$ cat src/rtl/lcd_pkg.sv
// Shared HD44780 definitions: FSM states, command bytes, power-up init list
// and the long-execution-time command test.
package lcd_pkg;

  typedef enum logic [2:0] {
    PWRUP,
    INIT_LOAD,
    SETUP,
    PULSE,
    HOLD,
    WAIT,
    IDLE
  } lcd_state_e;

  typedef struct packed {
    logic       rs;
    logic [7:0] code;
  } lcd_xfer_t;

  localparam logic [7:0] LCD_CLEAR      = 8'h01;
  localparam logic [7:0] LCD_HOME       = 8'h02;
  localparam logic [7:0] LCD_ENTRY      = 8'h06;
  localparam logic [7:0] LCD_DISP_ON    = 8'h0C;
  localparam logic [7:0] LCD_FUNC_8B2L  = 8'h38;
  localparam logic [7:0] LCD_LINE2      = 8'hC0;

  localparam int unsigned INIT_LEN   = 5;
  localparam int unsigned INIT_IDX_W = 3;

  function automatic logic [7:0] init_byte(input logic [INIT_IDX_W-1:0] i);
    case (i)
      3'd0:    return LCD_FUNC_8B2L;
      3'd1:    return LCD_FUNC_8B2L;
      3'd2:    return LCD_DISP_ON;
      3'd3:    return LCD_CLEAR;
      default: return LCD_ENTRY;
    endcase
  endfunction

  // Clear and return-home (0x01..0x03 as commands) need the long execution wait.
  function automatic logic is_long_cmd(input logic rs, input logic [7:0] code);
    return !rs && (code[7:2] == 6'd0) && (code != 8'd0);
  endfunction

  function automatic int unsigned max2(input int unsigned a, input int unsigned b);
    return (a > b) ? a : b;
  endfunction

endpackage

$ cat src/rtl/lcd_bus_writer.sv
// HD44780 byte writer: runs the power-up init sequence, then writes upstream
// bytes with setup / EN pulse / hold / execution-wait timing.
module lcd_bus_writer
  import lcd_pkg::*;
#(
  parameter int unsigned POWERUP_CYC    = 750_000,
  parameter int unsigned SETUP_CYC      = 4,
  parameter int unsigned EN_CYC         = 25,
  parameter int unsigned HOLD_CYC       = 4,
  parameter int unsigned SHORT_WAIT_CYC = 2_500,
  parameter int unsigned LONG_WAIT_CYC  = 82_000
) (
  input  logic       clk,
  input  logic       rst_n,
  input  logic       in_valid,
  input  logic       in_rs,
  input  logic [7:0] in_byte,
  output logic       in_ready,
  output logic       init_done,
  output logic       EN,
  output logic       RW,
  output logic       RS,
  output logic [7:0] data
);

  localparam int unsigned MAX_CYC = max2(max2(max2(POWERUP_CYC, SETUP_CYC), max2(EN_CYC, HOLD_CYC)),
                                         max2(SHORT_WAIT_CYC, LONG_WAIT_CYC));
  localparam int unsigned CNT_W   = (MAX_CYC > 1) ? $clog2(MAX_CYC) : 1;

  lcd_state_e              state, state_n;
  logic [CNT_W-1:0]        cnt, cnt_n;
  logic [INIT_IDX_W-1:0]   idx, idx_n;
  lcd_xfer_t               xfer, xfer_n;
  logic                    init_done_n;
  logic                    en_n;
  logic                    cnt_done;
  logic [CNT_W-1:0]        wait_load;

  assign cnt_done  = (cnt == '0);
  assign wait_load = is_long_cmd(xfer.rs, xfer.code) ? CNT_W'(LONG_WAIT_CYC - 1)
                                                     : CNT_W'(SHORT_WAIT_CYC - 1);

  // State register; EN is registered so it has no decode glitches.
  always_ff @(posedge clk or negedge rst_n) begin
    if (!rst_n) begin
      state     <= PWRUP;
      cnt       <= CNT_W'(POWERUP_CYC - 1);
      idx       <= '0;
      xfer      <= '0;
      init_done <= 1'b0;
      EN        <= 1'b0;
    end else begin
      state     <= state_n;
      cnt       <= cnt_n;
      idx       <= idx_n;
      xfer      <= xfer_n;
      init_done <= init_done_n;
      EN        <= en_n;
    end
  end

  // Next-state logic; every phase reloads the single down-counter with N-1.
  always_comb begin
    state_n     = state;
    cnt_n       = cnt;
    idx_n       = idx;
    xfer_n      = xfer;
    init_done_n = init_done;
    case (state)
      PWRUP: begin
        if (cnt_done) state_n = INIT_LOAD;
        else          cnt_n   = cnt - CNT_W'(1);
      end
      INIT_LOAD: begin
        xfer_n.rs   = 1'b0;
        xfer_n.code = init_byte(idx);
        idx_n       = idx + INIT_IDX_W'(1);
        state_n     = SETUP;
        cnt_n       = CNT_W'(SETUP_CYC - 1);
      end
      IDLE: begin
        if (in_valid) begin
          xfer_n.rs   = in_rs;
          xfer_n.code = in_byte;
          state_n     = SETUP;
          cnt_n       = CNT_W'(SETUP_CYC - 1);
        end
      end
      SETUP: begin
        if (cnt_done) begin
          state_n = PULSE;
          cnt_n   = CNT_W'(EN_CYC - 1);
        end else cnt_n = cnt - CNT_W'(1);
      end
      PULSE: begin
        if (cnt_done) begin
          state_n = HOLD;
          cnt_n   = CNT_W'(HOLD_CYC - 1);
        end else cnt_n = cnt - CNT_W'(1);
      end
      HOLD: begin
        if (cnt_done) begin
          state_n = WAIT;
          cnt_n   = wait_load;
        end else cnt_n = cnt - CNT_W'(1);
      end
      WAIT: begin
        if (cnt_done) begin
          if (init_done) begin
            state_n = IDLE;
          end else if (idx == INIT_IDX_W'(INIT_LEN)) begin
            state_n     = IDLE;
            init_done_n = 1'b1;
          end else begin
            state_n = INIT_LOAD;
          end
        end else cnt_n = cnt - CNT_W'(1);
      end
      default: begin
        state_n = PWRUP;
        cnt_n   = CNT_W'(POWERUP_CYC - 1);
      end
    endcase
  end

  // Outputs: ready is a pure state decode, EN follows the upcoming state.
  always_comb begin
    in_ready = (state == IDLE);
    en_n     = (state_n == PULSE);
  end

  assign RW   = 1'b0;
  assign RS   = xfer.rs;
  assign data = xfer.code;

endmodule

$ cat config.mk
export PLATFORM = sky130hd
export DESIGN_NAME = lcd_bus_writer
export DESIGN_NICKNAME = d
export VERILOG_FILES = /design/src/rtl/lcd_pkg.sv /design/src/rtl/lcd_bus_writer.sv
export SDC_FILE = /design/constraint.sdc
export NUM_CORES = 1
export LEC_CHECK = 0
export CAP_MARGIN = 5
export CORE_MARGIN = 4
export CORE_UTILIZATION = 58
export CTS_BUF_LIST = sky130_fd_sc_hd__clkbuf_8
export DETAILED_ROUTE_END_ITERATION = 10
export HOLD_SLACK_MARGIN = 0.06
export PLACE_DENSITY = 0.77
export SYNTH_ARGS = -nofsm -noshare
export SYNTH_HDL_FRONTEND = slang
export SYNTH_SLANG_ARGS = --single-unit
$ cat constraint.sdc
create_clock -name clk -period 6.4 [get_ports clk]
set_input_delay 0.96 -clock clk [delete_from_list [all_inputs] [get_ports clk]]
set_output_delay 0.96 -clock clk [all_outputs]
set_load 0.01 [all_outputs]
==> qor.tcl <==
set qor(result_of_the_run) {completed}
set qor(ys_async_sr_fraction) 1.00
set qor(regArea_um2) 942
set qor(p_seq_frac) 0.512
set qor(ant_cells) 0
set qor(gp_congestion) 0.948
set qor(avgSynthCellArea_um2) 8.50
set qor(clockRootBuffer) {clkbuf_8}
set qor(yosysUniqueCellTypes) 75
set qor(synth.ff_latch_count) 37
set qor(first_global_vias) 2338
set qor(drive_gt1_frac) 0.123
set qor(antenna_violating_nets_post_route) 0
set qor(place_hpwl_um) 5360
set qor(area_growth_pct) 11.4
set qor(fillCellCount) 366
set qor(crit_path_max_fanout) 35
set qor(core_region_area_mm2) 0.00441
set qor(maxClockFrequency_mhz) 253
set qor(firstDrtPassIters) 5
set qor(worst_ep_arrival_time_ns) 2.99
set qor(grt_util_met1) 0.382
set qor(max-slew-margin-rel) 0.299
set qor(finalNonFillerCells) 377
set qor(globalRouteMet3Util) 0.0533
set qor(maximum_level_of_the_cts_h_tree) 2
set qor(postCtsSetupRepairBufs) 0
set qor(power.density_mw_per_mm2) 153
set qor(gr-usage-met2) 0.371
set qor(postRouteWirelength_um) 7310
set qor(busiest_layer) {met1}
set qor(port_buf_inserts) 23
set qor(die-height_um) 75.9
set qor(floorplan.rows) 24
set qor(tritoncts.num_buffers) 5
set qor(p_int_mw) 0.365
set qor(finalSetupTns_ns) 0
set qor(floorplan.initialDensity) 0.607
set qor(report.final.hold_viol_count) 0
set qor(layout_commonest_cell) {a21oi_1}
set qor(insertion_delay_ns) 0.29
set qor(cts.sinks) 37
set qor(leakagePower_nw) 1.23
set qor(clock-skew-final_ns) 0.00850
set qor(timing_max_transition_violations_final) 0
set qor(p_switching_mw) 0.0922
set qor(grt_pass1_wl_um) 12100
set qor(drt_iter0_markers) 290
set qor(synth_ff_type) {dfrtp_1}
set qor(p_sw_frac) 0.202
set qor(cts.hold.buffers_added) 0
set qor(synth_enable_flop_cells) 0
set qor(tritoncts) {done}
set qor(finalSetupViolations) 0
set qor(synth_fp_nets) 334
set qor(wire_per_inst_um) 19.4
set qor(synth.yosys.warnings) 0
set qor(post_synth_inst_count) 315
set qor(critPathKind) {flop to output port}
set qor(antenna_found_initial) 0
set qor(number_of_violations_of_the_max_capacitance_limit) 0
set qor(grt.total_usage) 0.258
set qor(cp-end-kind) {output port}
set qor(synthesis.area_mm2) 0.00268
set qor(power.share.clock) 0.461
set qor(fin_crit_sh) 0.617
set qor(clkTransAtPathRegs_ns) 0.07
set qor(finish.net_count) 343
set qor(die_area_mm2) 0.00577
set qor(rsz0062_at_grt) {false}
set qor(multiInputGateArea_mm2) 0.00159
set qor(final_cell_mix) {a21oi_1 (33), nand2_1 (30), nor2_1 (27), dfrtp_1 (24), clkdlybuf4s50_1 (22)}
set qor(worstHoldPathType) {flop to flop}
set qor(die_x_um) 75.9
set qor(timing.critical_path.from_type) {flop}
set qor(ys_seq_area_frac) 0.352
set qor(routed-via-count) 2556
set qor(place.detailed.instances) 369
set qor(drc_errors) 0
set qor(worst_ep_required_time_ns) 5.44
set qor(actual_slew_at_the_worst_max_slew_pin_ns) 1.05
set qor(cts_resized) 0
set qor(grt_remaining_overflow) 0
set qor(power.combinational.fraction) 0.028
set qor(peakVddDrop_mv) 0.136
set qor(layout_min_cycle_time_ns) 3.95
set qor(top_level_ports) 25
set qor(grt_start_max_net_pins) 38
set qor(cts_buffer_depth) 2
set qor(via_per_inst) 6.78
[sequential cells by signal, indices dropped and copies added, names as in the netlist]
name,count
init_done,1
EN,1
cnt,20
idx,3
RS,1
state,3
data,8
[final timing paths]
kind	start	to	slack, ns	cells past startpoint
min in group asynchronous	rst_n	data[5]	0.75	1
max	state[1]	in_ready	2.45	4
max in group asynchronous	rst_n	RS	5.12	1
max reg2reg	state[1]	cnt[4]	3.61	5
min reg2reg	cnt[7]	cnt[7]	0.51	2
min	cnt[7]	cnt[7]	0.51	2
[metrics by stage]
step                hold slack (ns)  power, mW   util  cell area, µm²  worst slack, ns
floorplan                     0.468      0.240      -            2680             4.05
global placement              0.491      0.251  0.649            2870             2.88
detailed placement            0.500      0.251  0.649            2870             2.81
CTS                           0.512      0.462  0.675            2980             2.51
global route                  0.530      0.477  0.675            2980             2.24
finish                        0.514      0.458  0.675            2980             2.45
[power by group through the flow]
stage / clock network, mW / registers [mW] / logic, mW
3_3_place_gp: 0 / 0.238 / 0.0127
2_1_floorplan: 0 / 0.238 / 0.00175
5_1_grt: 0.228 / 0.234 / 0.0142
6_report: 0.211 / 0.234 / 0.0127
4_1_cts: 0.215 / 0.234 / 0.0130
3_5_place_dp: 0 / 0.238 / 0.0130
[kinds of logic (layout without fill, tap and decap cells)]
group | Yosys count | count (layout) | share of synthesized area
and+or+nand+nor | 128 | 128 | 0.271
AOI/OAI and AO/OA | 103 | 103 | 0.266
DFF | 37 | 37 | 0.352
buffers and inverters | 32 | 42 | 0.0537
adders and majority gates | 7 | 7 | 0.0327
xor gates and xnor gates | 6 | 6 | 0.0196
other | 1 | 1 | 0.00140
muxes | 1 | 1 | 0.00374
[routing by layer]
layer	wire length, µm	share of wire
met1	3250	0.44
met3	616	0.084
met5	0	0
met4	212	0.029
met2	3240	0.44
[area by class of cell]
| cell class | instances | share of cell area |
|---|---|---|
| clock inverter | 2 | 0.0113 |
| timing repair buffer | 23 | 0.0755 |
| tap | 52 | 0.0218 |
| inverter | 11 | 0.0138 |
| sequential | 37 | 0.316 |
| multi-input combinational | 246 | 0.534 |
| clock buffer | 6 | 0.0277 |
[cells in the mapped netlist (2+ instances only)]
master	n	area (µm²)
nor4b_2	2	30.0
clkbuf_1	12	45.0
o31ai_1	8	60.1
dfstp_2	13	342
nor4_4	2	42.5
nand3_1	6	30.0
or3b_2	2	17.5
and3_1	2	12.5
nor3_1	20	100
a21o_1	2	15.0
a2bb2oi_1	2	17.5
nor2b_1	3	18.8
buf_6	2	22.5
a31oi_1	4	25.0
a211oi_1	2	15.0
buf_2	4	20.0
o2bb2ai_1	2	17.5
or4_1	3	22.5
or4_4	2	22.5
o21ai_0	18	90.1
buf_1	2	7.51
o21a_1	2	15.0
nand2b_1	5	31.3
or3_1	6	37.5
ha_1	7	87.6
inv_1	11	41.3
dfrtp_1	24	601
a21oi_1	33	165
xnor2_1	5	43.8
o311ai_0	2	17.5
nand2_1	30	113
nor4_1	4	25.0
o32ai_1	3	26.3
nor3b_1	2	15.0
a31o_2	2	17.5
nor2_1	27	101
[worst max-delay path, cell delays in order, from the launching register on]
cell and delay [ns]:
dfrtp_1 1.04, nor2b_1 0.48, nand2_1 0.20, inv_1 0.36, clkdlybuf4s50_1 0.61
(Power assumes the default switching activity.)
